[src/rtl/fifo_wr_arbiter_pkg.sv]
// Shared types and width helpers for the FIFO write-port arbiter.
package fifo_arb_pkg;

  typedef enum logic {IDLE, LOCKED} arb_state_t;

  function automatic int idx_w(input int n_req);
    return (n_req > 1) ? $clog2(n_req) : 1;
  endfunction

  function automatic int cnt_w(input int max_burst);
    return $clog2(max_burst + 1);
  endfunction

endpackage

[src/rtl/fifo_wr_arbiter_rr_pick.sv]
// Combinational round-robin picker: first asserted request after ptr, with wrap.
module rr_pick
  import fifo_arb_pkg::*;
#(
  parameter int N_REQ = 4,
  localparam int IDX_W = idx_w(N_REQ)
) (
  input  logic [N_REQ-1:0] req,
  input  logic [IDX_W-1:0] ptr,
  output logic [IDX_W-1:0] grant,
  output logic             any_valid
);

  int unsigned      idx;
  logic [IDX_W-1:0] sel;

  // NOTE: every variable gets a default before the loop so no latch is inferred.
  always_comb begin
    grant     = '0;
    any_valid = 1'b0;
    idx       = 0;
    sel       = '0;
    for (int i = 1; i <= N_REQ; i++) begin
      idx = (32'(ptr) + 32'(i)) % 32'(N_REQ);
      sel = IDX_W'(idx);
      if (!any_valid && req[sel]) begin
        any_valid = 1'b1;
        grant     = sel;
      end
    end
  end

endmodule

[src/rtl/fifo_wr_arbiter.sv]
// Burst-locked round-robin arbiter sharing one downstream FIFO write port.
module fifo_wr_arbiter
  import fifo_arb_pkg::*;
#(
  parameter int N_REQ         = 4,
  parameter int DATA_BIT_SIZE = 8,
  parameter int MAX_BURST     = 8
) (
  input  logic                           clk,
  input  logic                           reset,
  input  logic [N_REQ-1:0]               req_valid,
  input  logic [N_REQ*DATA_BIT_SIZE-1:0] req_data,
  input  logic [N_REQ-1:0]               req_last,
  output logic [N_REQ-1:0]               req_ready,
  input  logic                           fifo_full,
  input  logic                           fifo_a_full,
  output logic                           fifo_write_en,
  output logic [DATA_BIT_SIZE-1:0]       fifo_write_data,
  output logic                           busy,
  output logic [$clog2(N_REQ)-1:0]       owner,
  output logic                           burst_err
);

  localparam int IDX_W = idx_w(N_REQ);
  localparam int CNT_W = cnt_w(MAX_BURST);

  arb_state_t               state;
  logic [IDX_W-1:0]         ptr;
  logic [IDX_W-1:0]         pick;
  logic                     any_valid;
  logic [CNT_W-1:0]         beat_cnt;
  logic [CNT_W-1:0]         cnt_inc;
  logic                     cap_hit;
  logic                     accept;
  logic                     owner_last;
  logic [DATA_BIT_SIZE-1:0] owner_data;

  rr_pick #(.N_REQ(N_REQ)) u_pick (
    .req       (req_valid),
    .ptr       (ptr),
    .grant     (pick),
    .any_valid (any_valid)
  );

  // Gating with reset keeps the reset cycle free of strobes even while LOCKED.
  assign accept     = !reset && (state == LOCKED) && req_valid[owner] && !fifo_full;
  assign owner_last = req_last[owner];
  assign owner_data = req_data[int'(owner)*DATA_BIT_SIZE +: DATA_BIT_SIZE];

  assign cnt_inc = (beat_cnt == CNT_W'(MAX_BURST)) ? beat_cnt : beat_cnt + 1'b1;
  assign cap_hit = (cnt_inc == CNT_W'(MAX_BURST));

  always_comb begin
    req_ready = '0;
    if (!reset && state == LOCKED) req_ready[owner] = !fifo_full;
  end

  assign fifo_write_en   = accept;
  assign fifo_write_data = accept ? owner_data : '0;
  assign busy            = (state == LOCKED);

  // NOTE: all state uses non-blocking assignments so every register samples pre-edge values.
  always_ff @(posedge clk) begin
    if (reset) begin
      state     <= IDLE;
      ptr       <= IDX_W'(N_REQ - 1);
      owner     <= '0;
      beat_cnt  <= '0;
      burst_err <= 1'b0;
    end else begin
      case (state)
        IDLE: begin
          if (any_valid && !fifo_a_full) begin
            owner    <= pick;
            beat_cnt <= '0;
            state    <= LOCKED;
          end
        end
        LOCKED: begin
          if (accept) begin
            beat_cnt <= cnt_inc;
            if (owner_last || cap_hit) begin
              state <= IDLE;
              ptr   <= owner;
              if (!owner_last) burst_err <= 1'b1;
            end
          end
        end
        default: state <= IDLE;
      endcase
    end
  end

endmodule

[config.mk]
export PLATFORM = sky130hd
export DESIGN_NAME = fifo_wr_arbiter
export DESIGN_NICKNAME = d
export VERILOG_FILES = /design/src/rtl/fifo_wr_arbiter_pkg.sv /design/src/rtl/fifo_wr_arbiter_rr_pick.sv /design/src/rtl/fifo_wr_arbiter.sv
export SDC_FILE = /design/constraint.sdc
export NUM_CORES = 1
export LEC_CHECK = 0
export ABC_AREA = 1
export CAP_MARGIN = 40
export CORE_MARGIN = 3
export CORE_UTILIZATION = 35
export DETAILED_ROUTE_END_ITERATION = 8
export PLACE_DENSITY = 0.89
export SLEW_MARGIN = 40
export SYNTH_ARGS = -nofsm -noshare
export SYNTH_HDL_FRONTEND = slang
export SYNTH_SLANG_ARGS = --single-unit
export TNS_END_PERCENT = 10
[constraint.sdc]
create_clock -name clk -period 1.75 [get_ports clk]
set_clock_uncertainty 0.1 [all_clocks]
set_input_delay 0.4375 -clock clk [delete_from_list [all_inputs] [get_ports clk]]
set_output_delay 0.4375 -clock clk [all_outputs]
set_load 0.05 [all_outputs]
======== Word level (Yosys, flattened, before mapping) ========
Index checks and enable logic that the tools add are counted.
cells by class
  add/sub/neg operators ................... 5
  multipliers ............................. 0
  div/mod/pow operators ................... 0
  magnitude comparators ................... 6
  equality and inequality tests ........... 4
  shift operators ......................... 1
  muxes and demuxes ....................... 32
  bitwise operators ....................... 3
  reductions and logical operators ........ 19
operators with widths
  operator             number
  $shiftx 32x6->8      1
  $mux 4               4
  $lt 2x3->1 const B   5
  $mux 1               14
  $bmux 1 s2           6
  $eq 4x4->1 const B   2
  $logic_and 1x1->1    8
  $mux 2               4
  $mux 8               1
  $pmux 4 s2           1
  $logic_not 1->1      6
  $add 2x1->2 const B  2
  $add 2x2->2 const B  2
  $add 4x1->4 const B  1
  $and 4x4->4          1
  $reduce_and 2->1     2
  $reduce_and 4->1     1
  $reduce_and 3->1     1
  $demux 1 s2          1
  $ge 2x1->1 const B   1
  $ne 2x1->1 const B   1
  $ne 2x2->1 const B   1
  $not 1->1            2
  $pmux 1 s2           1
  $logic_or 1x1->1     1
word-level totals
  bits in registers ....................... 10
  bits in latches ......................... 0
  RAM bits ................................ 0
  memory bits (read-only) ................. 0
  output and inout port bits .............. 17
  memories kept ........................... 0

======== Logic depth before layout (Yosys ltp) ========
Gate-level depths: netlist of the first run.
  word-level depth ........................ 16
  mapped depth ............................ 14
  gate-level depth less buffers ........... 13

======== Cells and area by module ========
From an unflattened synthesis of the first run, not the netlist that was laid out.
second synthesis, totals
  cell total of the unflattened synthesis .. 192
  area, all modules ....................... 1226.2 sq um
by module, submodules not included
  module           times used  cells an instance  area each (sq um)
  fifo_wr_arbiter  1           140                954.7
  rr_pick          1           52                 271.5

======== Worst setup path after synthesis of the first run ========
OpenSTA, ideal clock, no wires.
  path kind ............................... reg2out
  start point ............................. register owner[0]
  end point ............................... output fifo_write_data[0]
  data arrival time ....................... 2.686 ns
  required time ........................... 1.212 ns
  path slack .............................. -1.473 ns
  stages on the path, launching flop included .. 11
  cells stage by stage .................... dfxtp_1 buf_2 nand2_2 clkinv_2 nand2_2 o21ai_2 nor2_2 nor2_4 inv_2 buf_6 a31oi_1
between the ends
  cells in the longest elaborated chain, start to end .. 5
  elaborated cells between the ends (all ways) .. 6
  those cells by class .................... 1 x shift; 3 x mux; 2 x reduce/logical
RTL lines
  element                         RTL line               text
  start, declared                 fifo_wr_arbiter.sv:20  output logic [$clog2(N_REQ)-1:0] owner,
  start signal, assigned          fifo_wr_arbiter.sv:74  owner <= pick;
  $bmux 1 s2                      fifo_wr_arbiter.sv:46  assign accept = !reset && (state == LOCKED) && req_valid[owner] && !fifo_full;
  $mux 1 (not written as such)    fifo_wr_arbiter.sv:46
  $logic_and 1x1->1 (2 in a row)  fifo_wr_arbiter.sv:46
  via fifo_write_en               fifo_wr_arbiter.sv:17  output logic fifo_write_en,
  $mux 8                          fifo_wr_arbiter.sv:59  assign fifo_write_data = accept ? owner_data : '0;
  end, declared                   fifo_wr_arbiter.sv:18  output logic [DATA_BIT_SIZE-1:0] fifo_write_data,
The timed path passes the listed nets, and every way through them passes these cells. The select of a mux whose other input is x is not followed.

======== Final worst setup path of the first run ========
  start point ............................. register owner[1]
  end point ............................... output fifo_write_data[3]
between the ends
  cells in the longest elaborated chain, start to end .. 5
  elaborated cells between the ends (all ways) .. 6
  those cells by class .................... 1 x shift; 3 x mux; 2 x reduce/logical
RTL lines
  element                                                  RTL line
  branches (longest 4 deep; another with $shiftx 32x6->8)  -
  $mux 8 (*)                                               fifo_wr_arbiter.sv:59
Mark *: on every way between the ends. The select of a mux whose other input is x is not followed.

==> impl_results.rst, run 1 <==
.. list-table::
   :header-rows: 1

   * - Metric
     - Value
   * - Outcome
     - complete, but fails checks
   * - Violations in the final reports
     - negative setup slack
   * - Power Dens Cells
     - slightly above 500 nW/µm²
   * - Initial DRC count
     - 97
   * - Synth warn
     - 0
   * - X dimension of the die
     - between 60 and 70 µm
   * - First-pass detailed-route iteration total
     - 7
   * - Top fanout value on the critical path
     - 5
   * - Register area share after synthesis
     - 18.6%
   * - Internal power
     - 686 µW
   * - Final hold violation count
     - 0
   * - Filler instances
     - 159
   * - Number of global-route vias before repair
     - 1,695
   * - Number of ports placed on the die boundary
     - 61
   * - Maximum number of pins on one net before global-route repair
     - 13
   * - Setup CP Type
     - flip-flop to output pin
   * - Commonest cells after routing, fill and taps aside
     - sky130_fd_sc_hd__nand2_1 (70), sky130_fd_sc_hd__clkdlybuf4s50_1 (37), sky130_fd_sc_hd__buf_4 (23)
   * - Hold Worst Slack
     - 383 ps
   * - Wire length of the first global-routing pass
     - 7290 µm
   * - DIE AREA
     - ~3800 µm²
   * - Req. time, crit path
     - ~1200 ps
   * - Total congestion overflow after global routing
     - 0
   * - Net count of the mapped netlist
     - 240
   * - Routability-driven placement congestion ratio
     - just over 0.9
   * - Total of endpoints with negative setup slack in the final report
     - 14
   * - Switching power share of the total
     - 41.2%
   * - Relative contribution of sequential cells to total power
     - 24.2%
   * - Total routing resource utilization after global routing
     - 25.6%
   * - Number of standard cells after synthesis
     - 194
   * - Clock transition at path regs
     - about 70 ps
   * - Number of nets at the end of the flow
     - roughly 330
   * - Diodes inserted
     - 0
   * - Detailed-route via count
     - approximately 1,700
   * - Buffer depth of the longest clock path
     - 2
   * - Kind of end point of the critical path
     - output pin
   * - Clock root buffer master
     - sky130_fd_sc_hd__clkbuf_4
   * - Total number of clock tree sinks
     - 10
   * - Proportion of power drawn by combinational gates
     - approximately 57%
   * - Multi-input logic area
     - 915 µm²
   * - Max Fclk
     - between 400 and 500 MHz
   * - Cells after DPL
     - roughly 300
   * - Internal reg-to-reg setup slack
     - -10 ps
   * - Total net switching power
     - 480 µW
   * - Max Slew Vio Count
     - 0
   * - Fraction of layout instances using a drive strength above 1
     - 32.3%
   * - VDD IR max
     - 0.251 mV
   * - Lkg Pwr
     - approximately 0.001 µW
   * - Initial core utilization
     - between 30% and 40%
   * - Setup TNS
     - -4640 ps
   * - Clock tree from TritonCTS
     - yes
   * - Initial antenna violation count
     - 0
   * - Number of library cell types mapped by synthesis
     - 24
   * - Max-capacitance violation count
     - 0
   * - Source-to-sink clock delay at the later pin of the worst-skew pair
     - between 200 and 300 ps
   * - Worst setup slack after placement
     - -578 ps
   * - Arrival time at the worst endpoint
     - 1660 ps
   * - Post-synthesis instance area
     - 1080 µm²
   * - Core box area
     - between 2000 and 3000 µm²
   * - Class of the worst hold path
     - flip-flop to flip-flop
   * - Vias per cell
     - 5.32
   * - Storage cell area
     - between 200 and 250 µm²
   * - Non-filler cells in the finished layout
     - 310
   * - Clock network fraction of total power
     - between 10% and 20%
   * - Slew headroom
     - roughly four fifths
   * - Antenna violation net count after detailed routing
     - 0
   * - Transition time at the pin with the least slew margin
     - between 300 and 400 ps
   * - Detailed-route wire length
     - 4410 µm
   * - Post-synthesis area per instance
     - 5.55 µm²
   * - Final core area utilization
     - 79.5%
   * - DP Wirelength
     - between 3000 and 4000 µm
   * - Hold-fix buffers at CTS
     - 0
   * - CTS HTree Levels
     - 1
   * - Average wire per cell in the routed design
     - 14.2 µm
   * - Number of cell rows
     - 19
   * - Period minus WS final
     - 2200 ps
   * - Most common cell after layout, fill and taps aside
     - sky130_fd_sc_hd__nand2_1
   * - Final worst-path cycle share
     - 126%
   * - Vertical extent of the die
     - around 61 µm
   * - PnR worst setup slack
     - -446 ps
   * - Layout overhead on the synthesized area
     - 111%
   * - Setup repair after global routing missed its margin
     - true
   * - CTS Buf Count
     - 3
   * - Number of design rule violations left after detail routing
     - 0
   * - Count of buffers inserted at the top-level ports
     - 60
   * - Flip-flop and latch count after synthesis
     - 10
   * - Launching element type of the critical path
     - flip-flop
worst max-delay path, stage by stage (launching register included):
cell and delay [ps]:
sky130_fd_sc_hd__dfxtp_4 380, sky130_fd_sc_hd__inv_4 60, sky130_fd_sc_hd__nand2_2 60, sky130_fd_sc_hd__o21ai_2 160, sky130_fd_sc_hd__nor2_2 60, sky130_fd_sc_hd__nor2_4 210, sky130_fd_sc_hd__inv_4 90, sky130_fd_sc_hd__a31oi_4 190
sky130_fd_sc_hd__buf_12 160
path summary, 6_finish.rpt:
| kind | startpoint | end | depth (start not counted) |
|---|---|---|---|
| worst min register to register | burst_err | burst_err | 2 |
| worst max register to register | owner[1] | beat_cnt[0] | 10 |
| worst max-delay path | owner[1] | fifo_write_data[3] | 8 |
| worst min-delay path | burst_err | burst_err | 2 |
flip-flops by register name, summed over array words and instances, names as in the netlist:
register / flops
ptr: 2
busy: 1
owner: 2
burst_err: 1
beat_cnt: 4
power by group through the flow:
| stage | Combinational [µW] | Sequential (µW) | Clock (µW) |
|---|---|---|---|
| 6_report | 663 | 282 | 220 |
| 5_1_grt | 715 | 285 | 235 |
| 4_1_cts | 634 | 279 | 220 |
| 3_5_place_dp | 621 | 283 | 0 |
| 3_3_place_gp | 601 | 281 | 0 |
| 2_1_floorplan | 308 | 308 | 0 |
kinds of logic after synthesis:
group / share of synthesized area [%]
and+or+nand+nor: 48.5
buffers and inverters: 12.4
xor gates and xnor gates: 1.63
adders and majority gates: 2.33
AOI/OAI and AO/OA: 16.5
DFF: 18.6
Yosys cell counts, drive strengths merged:
master | instances | area share [%]
nand3 | 17 | 7.9
nand4 | 2 | 1.2
nor2 | 25 | 11
xor2 | 2 | 1.6
inv | 25 | 8.7
a21oi | 6 | 3.5
o21ai | 4 | 2.2
dfxtp | 10 | 19
buf | 4 | 3.3
a22oi | 8 | 5.6
nor3 | 1 | 0.46
a31oi | 9 | 5.2
clkinv | 1 | 0.46
nand2 | 78 | 28
ha | 2 | 2.3
timing repair:
| item | in CTS | in global routing |
|---|---|---|
| buffers inserted | 2 | 1 |
| hold endpoints to repair | 0 | 0 |
| gates resized for setup | 17 | 12 |
| gates cloned | 1 | 0 |
| pin swaps | 4 | 3 |
| setup endpoints to repair | 20 | 22 |
layout make-up:
class,instances,share of cell area [%]
multi-input combinational,154,40.3
clock buffer,4,1.60
tap,31,1.71
timing repair inverter,1,0.276
timing repair buffer,84,41.8
sequential,10,9.38
inverter,26,4.91
layer usage:
metal	routed length, µm	GRT usage (%)
met2	2270	47.3
met5	0	0
met3	429	7.34
met4	117	10.0
met1	1590	27.3
metrics by stage:
step	area [µm²]	total power, µW
floorplan	1230	616
global placement	2140	882
detailed placement	2140	904
CTS	2220	1130
global route	2270	1240
finish	2270	1170
Power figures use the tool's default switching activity.
==> inputs of run 2 (changes only) <==
GPL_TIMING_DRIVEN = 0   (was not set)
clock period = 1.8 ns   (was 1.75 ns; I/O delays follow)
==> run 2 against run 1 <==
Compared with the run above:
- sequential power decreased by 3%
- wire length decreased by 11%
- register-to-register slack improved by 100 ps
- clock-buffer cell count unchanged
- highest routed layer unchanged
- the flow still finishes with violations (negative setup slack)
- critical endpoint is now fifo_write_data[5]
==> impl_results.rst, run 2 (synthesis gave the netlist of run 1 again) <==
.. list-table::
   :header-rows: 1

   * - Metric
     - Value
   * - Outcome
     - complete, but fails checks
   * - Violations in the final reports
     - negative setup slack
   * - Detailed-route wire length
     - 3940 µm (-11%)
   * - Most frequent cell on the critical path
     - sky130_fd_sc_hd__buf_12
   * - Slowest-stage cell, CP
     - sky130_fd_sc_hd__dfxtp_4
   * - Transition time at the pin with the least slew margin
     - 536 ps (+219 ps)
   * - Maximum number of pins on one net before global-route repair
     - 11 (-2)
   * - Routability-driven placement congestion ratio
     - 0.763 (-18%)
   * - Commonest cells after routing, fill and taps aside
     - sky130_fd_sc_hd__nand2_1 (66), sky130_fd_sc_hd__clkdlybuf4s50_1 (38), sky130_fd_sc_hd__nor2_1 (20)
   * - Internal reg-to-reg setup slack
     - 90 ps (+100 ps)
   * - Detailed-route via count
     - 1,573 (-4.7%)
   * - Number of ports placed on the die boundary
     - 61 (unchanged)
   * - Class of the worst hold path
     - flip-flop to flip-flop
   * - Clock root buffer master
     - sky130_fd_sc_hd__clkbuf_4
   * - Lkg Pwr
     - 0.000960 µW (-4.5%)
   * - Layout overhead on the synthesized area
     - 92.9%
   * - Family with the most delay on the worst path
     - buffers and inverters
   * - Max-capacitance violation count
     - 0 (unchanged)
   * - Number of design rule violations left after detail routing
     - 0 (unchanged)
   * - Crit path buffers/inverters
     - 5 (+2)
   * - Period minus WS final
     - around 2300 ps
   * - Non-filler cells in the finished layout
     - 298 (-3.9%)
   * - Final core area utilization
     - 72.8% (-6.7 points)
   * - Initial core utilization
     - 37.7% (unchanged)
   * - Source-to-sink clock delay at the later pin of the worst-skew pair
     - 280 ps (about the same)
   * - Arrival time at the worst endpoint
     - 1800 ps (+140 ps)
   * - Power Dens Cells
     - 493 nW/µm² (-4.2%)
   * - Most common cell after layout, fill and taps aside
     - sky130_fd_sc_hd__nand2_1
   * - Crit Reg-Reg Endpoint
     - ptr[0]
   * - Number of global-route vias before repair
     - 1,487 (-12%)
   * - Filler instances
     - 217 (+36%)
   * - Number of nets at the end of the flow
     - 314 (-3.7%)
   * - Initial antenna violation count
     - 0 (unchanged)
   * - Setup CP Type
     - flip-flop to output pin
   * - Setup repair after global routing missed its margin
     - true
   * - Buffer depth of the longest clock path
     - 2 (unchanged)
   * - Wire length of the first global-routing pass
     - 5920 µm (-19%)
   * - DP Wirelength
     - 2820 µm (-17%)
   * - Clock transition at path regs
     - 70 ps (about the same)
   * - Antenna violation net count after detailed routing
     - 0 (unchanged)
   * - Hold-fix buffers at CTS
     - 0 (unchanged)
   * - Number of cell instances on the worst register-to-register path
     - 9 (-1)
   * - Vias per cell
     - 5.28 (-0.83%)
   * - Largest register FFs
     - 4 (unchanged)
   * - Total of endpoints with negative setup slack in the final report
     - 14 (unchanged)
   * - Req. time, crit path
     - 1250 ps (+40 ps)
   * - Worst hold endpoint
     - burst_err
   * - Cells after DPL
     - 285 (-5.6%)
   * - Kind of end point of the critical path
     - output pin
   * - Chain of cells forming the critical path
     - buf_12 > inv_8 > nand2_4 > o21ai_2 > nor2_2 > nor2_4 > inv_4 > buf_12 > a31oi_4 > buf_6
   * - Worst reg2reg startpoint
     - beat_cnt[1]
   * - Largest registers in the final layout
     - beat_cnt: 4 flops, owner: 2 flops, ptr: 2 flops
   * - Delay of the slowest cell on the worst path
     - 350 ps (-30 ps)
   * - Diodes inserted
     - 0 (unchanged)
   * - Final hold violation count
     - 0 (unchanged)
   * - Final worst-path cycle share
     - 130%
   * - Count of buffers inserted at the top-level ports
     - 60 (unchanged)
   * - X dimension of the die
     - 61.4 µm (unchanged)
   * - Total congestion overflow after global routing
     - 0 (unchanged)
   * - Average wire per cell in the routed design
     - 13.2 µm (-7.1%)
   * - Slew headroom
     - 64.4% (-14 points)
   * - Core box area
     - 2850 µm² (unchanged)
   * - Hold Worst Slack
     - 349 ps (-33.3 ps)
   * - DIE AREA
     - 3780 µm² (unchanged)
   * - CTS Buf Count
     - 3 (unchanged)
   * - Fraction of layout instances using a drive strength above 1
     - 27.7% (-4.5 points)
   * - Number of stages on the worst hold path
     - 2 (unchanged)
   * - Setup TNS
     - -5180 ps (-542 ps)
   * - Number of cell rows
     - 19 (unchanged)
   * - Vertical extent of the die
     - 61.4 µm (unchanged)
   * - Launching element type of the critical path
     - flip-flop
   * - Worst hold start
     - burst_err
   * - First-pass detailed-route iteration total
     - 4 (-3)
   * - Max Fclk
     - 426 MHz
   * - VDD IR max
     - 0.227 mV (-9.7%)
   * - Top fanout value on the critical path
     - 8 (+3)
   * - Total number of clock tree sinks
     - 10 (unchanged)
   * - Top register by number of flip-flops
     - beat_cnt
   * - Worst setup slack after placement
     - -1450 ps (-871 ps)
   * - Initial DRC count
     - 53 (-45%)
   * - Max Slew Vio Count
     - 0 (unchanged)
   * - PnR worst setup slack
     - -545 ps (-99.1 ps)
   * - CTS HTree Levels
     - 1 (unchanged)
   * - Total routing resource utilization after global routing
     - 20.6% (-5.0 points)
   * - Clock tree from TritonCTS
     - yes
run 2: cell count changes in the layout (fill, tap and decap cells not counted), moves of 2 or more:
cell                            delta
sky130_fd_sc_hd__buf_12           -15
sky130_fd_sc_hd__buf_4            -15
sky130_fd_sc_hd__buf_6            +13
sky130_fd_sc_hd__dlygate4sd2_1     +3
sky130_fd_sc_hd__nand2_1           -4
sky130_fd_sc_hd__nand2_2           +2
sky130_fd_sc_hd__nand2_4           +2
sky130_fd_sc_hd__nor2_1            +3
sky130_fd_sc_hd__nor2_2            -3
run 2: worst min-delay path, stage by stage, from the launching register on:
cell,delay [ps]
sky130_fd_sc_hd__dfxtp_1,310
sky130_fd_sc_hd__inv_1,40
sky130_fd_sc_hd__a21oi_1,50
run 2: worst max path at each step:
stage / startpoint / end / slack [ps] / depth (start not counted)
final: owner[0] / fifo_write_data[5] / -550 / 10
after global routing: owner[0] / fifo_write_data[5] / -610 / 10
after floorplan: owner[0] / fifo_write_data[0] / -670 / 9
after detailed placement: reset / fifo_write_data[5] / -1450 / 8
after global placement: reset / fifo_write_data[7] / -1450 / 8
after CTS: owner[0] / fifo_write_data[5] / -520 / 10
run 2: timing repair:
action,in CTS,in global routing
pin swaps,7,5
cloned,1,0
buffers inserted,6,2
setup endpoints to repair,20,22
gates resized for setup,114,16
run 2: cell type report:
class / count / area [µm²] / area share, %
multi-input combinational: 154 / 925 / 44.5
timing repair buffer: 69 / 697 / 33.6
sequential: 10 / 211 / 10.2
inverter: 26 / 115 / 5.55
buffer: 4 / 62.6 / 3.01
tap: 31 / 38.8 / 1.87
clock buffer: 4 / 26.3 / 1.27
run 2: routing by layer:
layer / share of wire, % / vias up / track usage, %
met1: 36 / 707 / 22.0
li1: - / 775 / -
met3: 9.5 / 10 / 6.92
met5: 0 / - / 0
met4: 2.4 / 0 / 7.88
met2: 52 / 81 / 37.5
run 2: power breakdown:
| group | switching, µW | internal (µW) | leakage (µW) |
|---|---|---|---|
| Combinational | 330 | 245 | 0.000862 |
| Clock | 87.7 | 86.0 | 0.0000150 |
| Sequential | 28.9 | 245 | 0.0000835 |
| Total | 447 | 576 | 0.000960 |
run 2: metrics by stage:
stage               power [µW]  instance area, µm²
finish                    1020                2080
detailed placement         780                1870
CTS                        986                2010
floorplan                  599                1230
global route              1080                2080
global placement           771                1870
==> inputs of run 3 (changes only) <==
--- a/config.mk
+++ b/config.mk
@@ -8,3 +8,4 @@
 export ABC_AREA = 1
-export CAP_MARGIN = 40
+export CAP_MARGIN = 10
+export CORE_ASPECT_RATIO = 1.2
 export CORE_MARGIN = 3
--- a/constraint.sdc
+++ b/constraint.sdc
@@ -4,2 +4,2 @@
 set_output_delay 0.45 -clock clk [all_outputs]
-set_load 0.05 [all_outputs]
+set_load 0.02 [all_outputs]
==> run 3 against run 2 <==
Compared with the run above:
- the run still ends with negative setup slack left
- sequential cell count is the same
- clock power is essentially flat
- via count shrank 1.1%
- hold slack gained 11 ps
- non-clock buffer count grew 2
- register-to-register slack gained 20 ps
- final area shrank 0.48%
- clock-buffer cell count is the same
- combinational power shrank 7.1%
- core utilization shrank 0.64 points
- critical endpoint is now fifo_write_data[0]
==> impl_results.rst, run 3 (synthesis gave the netlist of run 1 again) <==
.. list-table::
   :header-rows: 1

   * - Metric
     - Value
   * - Outcome
     - complete, but fails checks
   * - Violations in the final reports
     - negative setup slack
   * - Transition time at the pin with the least slew margin
     - 302 ps (-234 ps)
   * - Filler instances
     - 208 (-4.1%)
   * - Cells after DPL
     - 288 (+1.1%)
   * - Max-capacitance violation count
     - 0 (unchanged)
   * - Slew headroom
     - 79.8% (+15 points)
   * - Internal reg-to-reg setup slack
     - 110 ps (+20 ps)
   * - Diodes inserted
     - 0 (unchanged)
   * - Max Slew Vio Count
     - 0 (unchanged)
   * - Final worst-path cycle share
     - 125% (-5.4 points)
   * - Clock root buffer master
     - sky130_fd_sc_hd__clkbuf_4
   * - Req. time, crit path
     - 1250 ps (about the same)
   * - Most frequent cell on the critical path
     - sky130_fd_sc_hd__inv_4
   * - VDD IR max
     - 0.357 mV (+58%)
   * - Fraction of layout instances using a drive strength above 1
     - 27.9% (+0.17 points)
   * - Layout overhead on the synthesized area
     - 92.0%
   * - Total number of clock tree sinks
     - 10 (unchanged)
   * - Clock tree from TritonCTS
     - yes
   * - Worst setup slack after placement
     - -1260 ps (+191 ps)
   * - Non-filler cells in the finished layout
     - 303 (+1.7%)
   * - Number of stages on the worst hold path
     - 2 (unchanged)
   * - Wire length of the first global-routing pass
     - 6150 µm (+3.8%)
   * - Number of ports placed on the die boundary
     - 61 (unchanged)
   * - Class of the worst hold path
     - flip-flop to flip-flop
   * - Number of design rule violations left after detail routing
     - 0 (unchanged)
   * - Initial antenna violation count
     - 0 (unchanged)
   * - Average wire per cell in the routed design
     - 12.6 µm (-4.6%)
   * - DIE AREA
     - 3780 µm² (about the same)
   * - Largest register FFs
     - 4 (unchanged)
   * - Slowest-stage cell, CP
     - sky130_fd_sc_hd__dfxtp_4
   * - Detailed-route via count
     - 1,555 (-1.1%)
   * - Launching element type of the critical path
     - flip-flop
   * - PnR worst setup slack
     - -447 ps (+97.9 ps)
   * - Commonest cells after routing, fill and taps aside
     - sky130_fd_sc_hd__nand2_1 (68), sky130_fd_sc_hd__clkdlybuf4s50_1 (39), sky130_fd_sc_hd__nor2_1 (19)
   * - Number of global-route vias before repair
     - 1,443 (-3.0%)
   * - Source-to-sink clock delay at the later pin of the worst-skew pair
     - 280 ps (about the same)
   * - Setup CP Type
     - flip-flop to output pin
   * - Worst hold start
     - burst_err
   * - CTS Buf Count
     - 3 (unchanged)
   * - Total of endpoints with negative setup slack in the final report
     - 13 (-1)
   * - Delay of the slowest cell on the worst path
     - 350 ps (about the same)
   * - Count of buffers inserted at the top-level ports
     - 60 (unchanged)
   * - Vertical extent of the die
     - 66.7 µm (+8.6%)
   * - Total routing resource utilization after global routing
     - 20.7% (+0.071 points)
   * - Kind of end point of the critical path
     - output pin
   * - CTS HTree Levels
     - 1 (unchanged)
   * - Lkg Pwr
     - 0.000966 µW (+0.58%)
   * - Final hold violation count
     - 0 (unchanged)
   * - Worst reg2reg startpoint
     - ptr[0]
   * - Detailed-route wire length
     - 3820 µm (-3.0%)
   * - Total congestion overflow after global routing
     - 0 (unchanged)
   * - Crit Reg-Reg Endpoint
     - beat_cnt[0]
   * - Initial DRC count
     - 48 (-9.4%)
   * - Buffer depth of the longest clock path
     - 2 (unchanged)
   * - Core box area
     - 2860 µm² (+0.39%)
   * - Setup repair after global routing missed its margin
     - true
   * - Number of nets at the end of the flow
     - 316 (+0.64%)
   * - Hold-fix buffers at CTS
     - 0 (unchanged)
   * - Antenna violation net count after detailed routing
     - 0 (unchanged)
   * - First-pass detailed-route iteration total
     - 4 (unchanged)
   * - Final core area utilization
     - 72.1% (-0.64 points)
   * - Routability-driven placement congestion ratio
     - 0.866 (+14%)
   * - Post-layout total power
     - 981 µW (-4.0%)
   * - Number of cell rows
     - 21 (+2)
   * - Largest registers in the final layout
     - beat_cnt: 4 flops, owner: 2 flops, ptr: 2 flops
   * - DP Wirelength
     - 2780 µm (-1.5%)
   * - Initial core utilization
     - 37.6% (-0.15 points)
   * - Chain of cells forming the critical path
     - buf_8 > inv_4 > nand2_4 > o21ai_2 > nor2_2 > nor2_4 > inv_4 > buf_12 > a31oi_4 > buf_6
   * - Maximum number of pins on one net before global-route repair
     - 11 (unchanged)
   * - Clock transition at path regs
     - 70 ps (about the same)
   * - Top fanout value on the critical path
     - 6 (-2)
   * - Arrival time at the worst endpoint
     - 1700 ps (-100 ps)
   * - X dimension of the die
     - 56.6 µm (-7.9%)
   * - Period minus WS final
     - 2250 ps (-97.9 ps)
   * - Worst hold endpoint
     - burst_err
   * - Setup TNS
     - -4000 ps (+1180 ps)
   * - Number of cell instances on the worst register-to-register path
     - 13 (+4)
   * - Max Fclk
     - 445 MHz (+4.4%)
   * - Most common cell after layout, fill and taps aside
     - sky130_fd_sc_hd__nand2_1
   * - Vias per cell
     - 5.13 (-2.8%)
   * - Top register by number of flip-flops
     - beat_cnt
   * - Power Dens Cells
     - 475 nW/µm² (-3.6%)
==> run 3: repair_timing <==
action / 4_1_cts / 5_1_grt
buffers inserted: 10 / 0
setup endpoints to repair: 20 / 23
gates resized for setup: 96 / 16
pin swaps: 7 / 6
gates cloned: 1 / 0
endpoints found under the hold margin: 0 / 0
==> run 3: metal layers <==
layer | routed length [µm] | GRT usage [%] | up-vias
li1 | - | - | 783
met3 | 295 | 4.65 | 6
met5 | 0 | 0 | -
met1 | 1400 | 22.0 | 697
met4 | 68 | 8.61 | 0
met2 | 2060 | 38.9 | 69
==> run 3: stage by stage <==
stage          hold WS (ps)  instance area [µm²]
2_1_floorplan           419                 1220
3_3_place_gp            338                 1860
3_5_place_dp            357                 1860
4_1_cts                 367                 2010
5_1_grt                 400                 2070
6_report                360                 2070
==> run 3: report_power, final <==
part / switching [µW] / total, µW / internal (µW)
Combinational: 286 / 534 / 248
Clock: 87.2 / 173 / 86.0
Sequential: 28.7 / 274 / 245
Total: 402 / 981 / 579
==> run 3: worst max path at each step <==
stage / start / endpoint / slack (ps) / depth (start not counted)
2_1_floorplan: owner[0] / fifo_write_data[0] / -320 / 9
3_3_place_gp: reset / fifo_write_data[2] / -1280 / 8
3_5_place_dp: reset / fifo_write_data[2] / -1260 / 8
4_1_cts: owner[0] / fifo_write_data[0] / -430 / 10
5_1_grt: owner[0] / fifo_write_data[2] / -520 / 10
6_report: owner[0] / fifo_write_data[0] / -450 / 10
==> run 3: final cells by class <==
cell class | count | area, µm² | area share, %
buffer | 4 | 57.6 | 2.79
clock buffer | 4 | 26.3 | 1.27
inverter | 26 | 110 | 5.33
multi-input combinational | 154 | 917 | 44.4
sequential | 10 | 215 | 10.4
tap | 34 | 42.5 | 2.06
timing repair buffer | 71 | 697 | 33.7
==> run 3: critical path, delay by kind of cell, from the launching register on <==
family | cells | cell delay (ps)
and+or+nand+nor | 3 | 250
DFF | 1 | 350
buffers and inverters | 5 | 550
AOI/OAI and AO/OA | 2 | 260
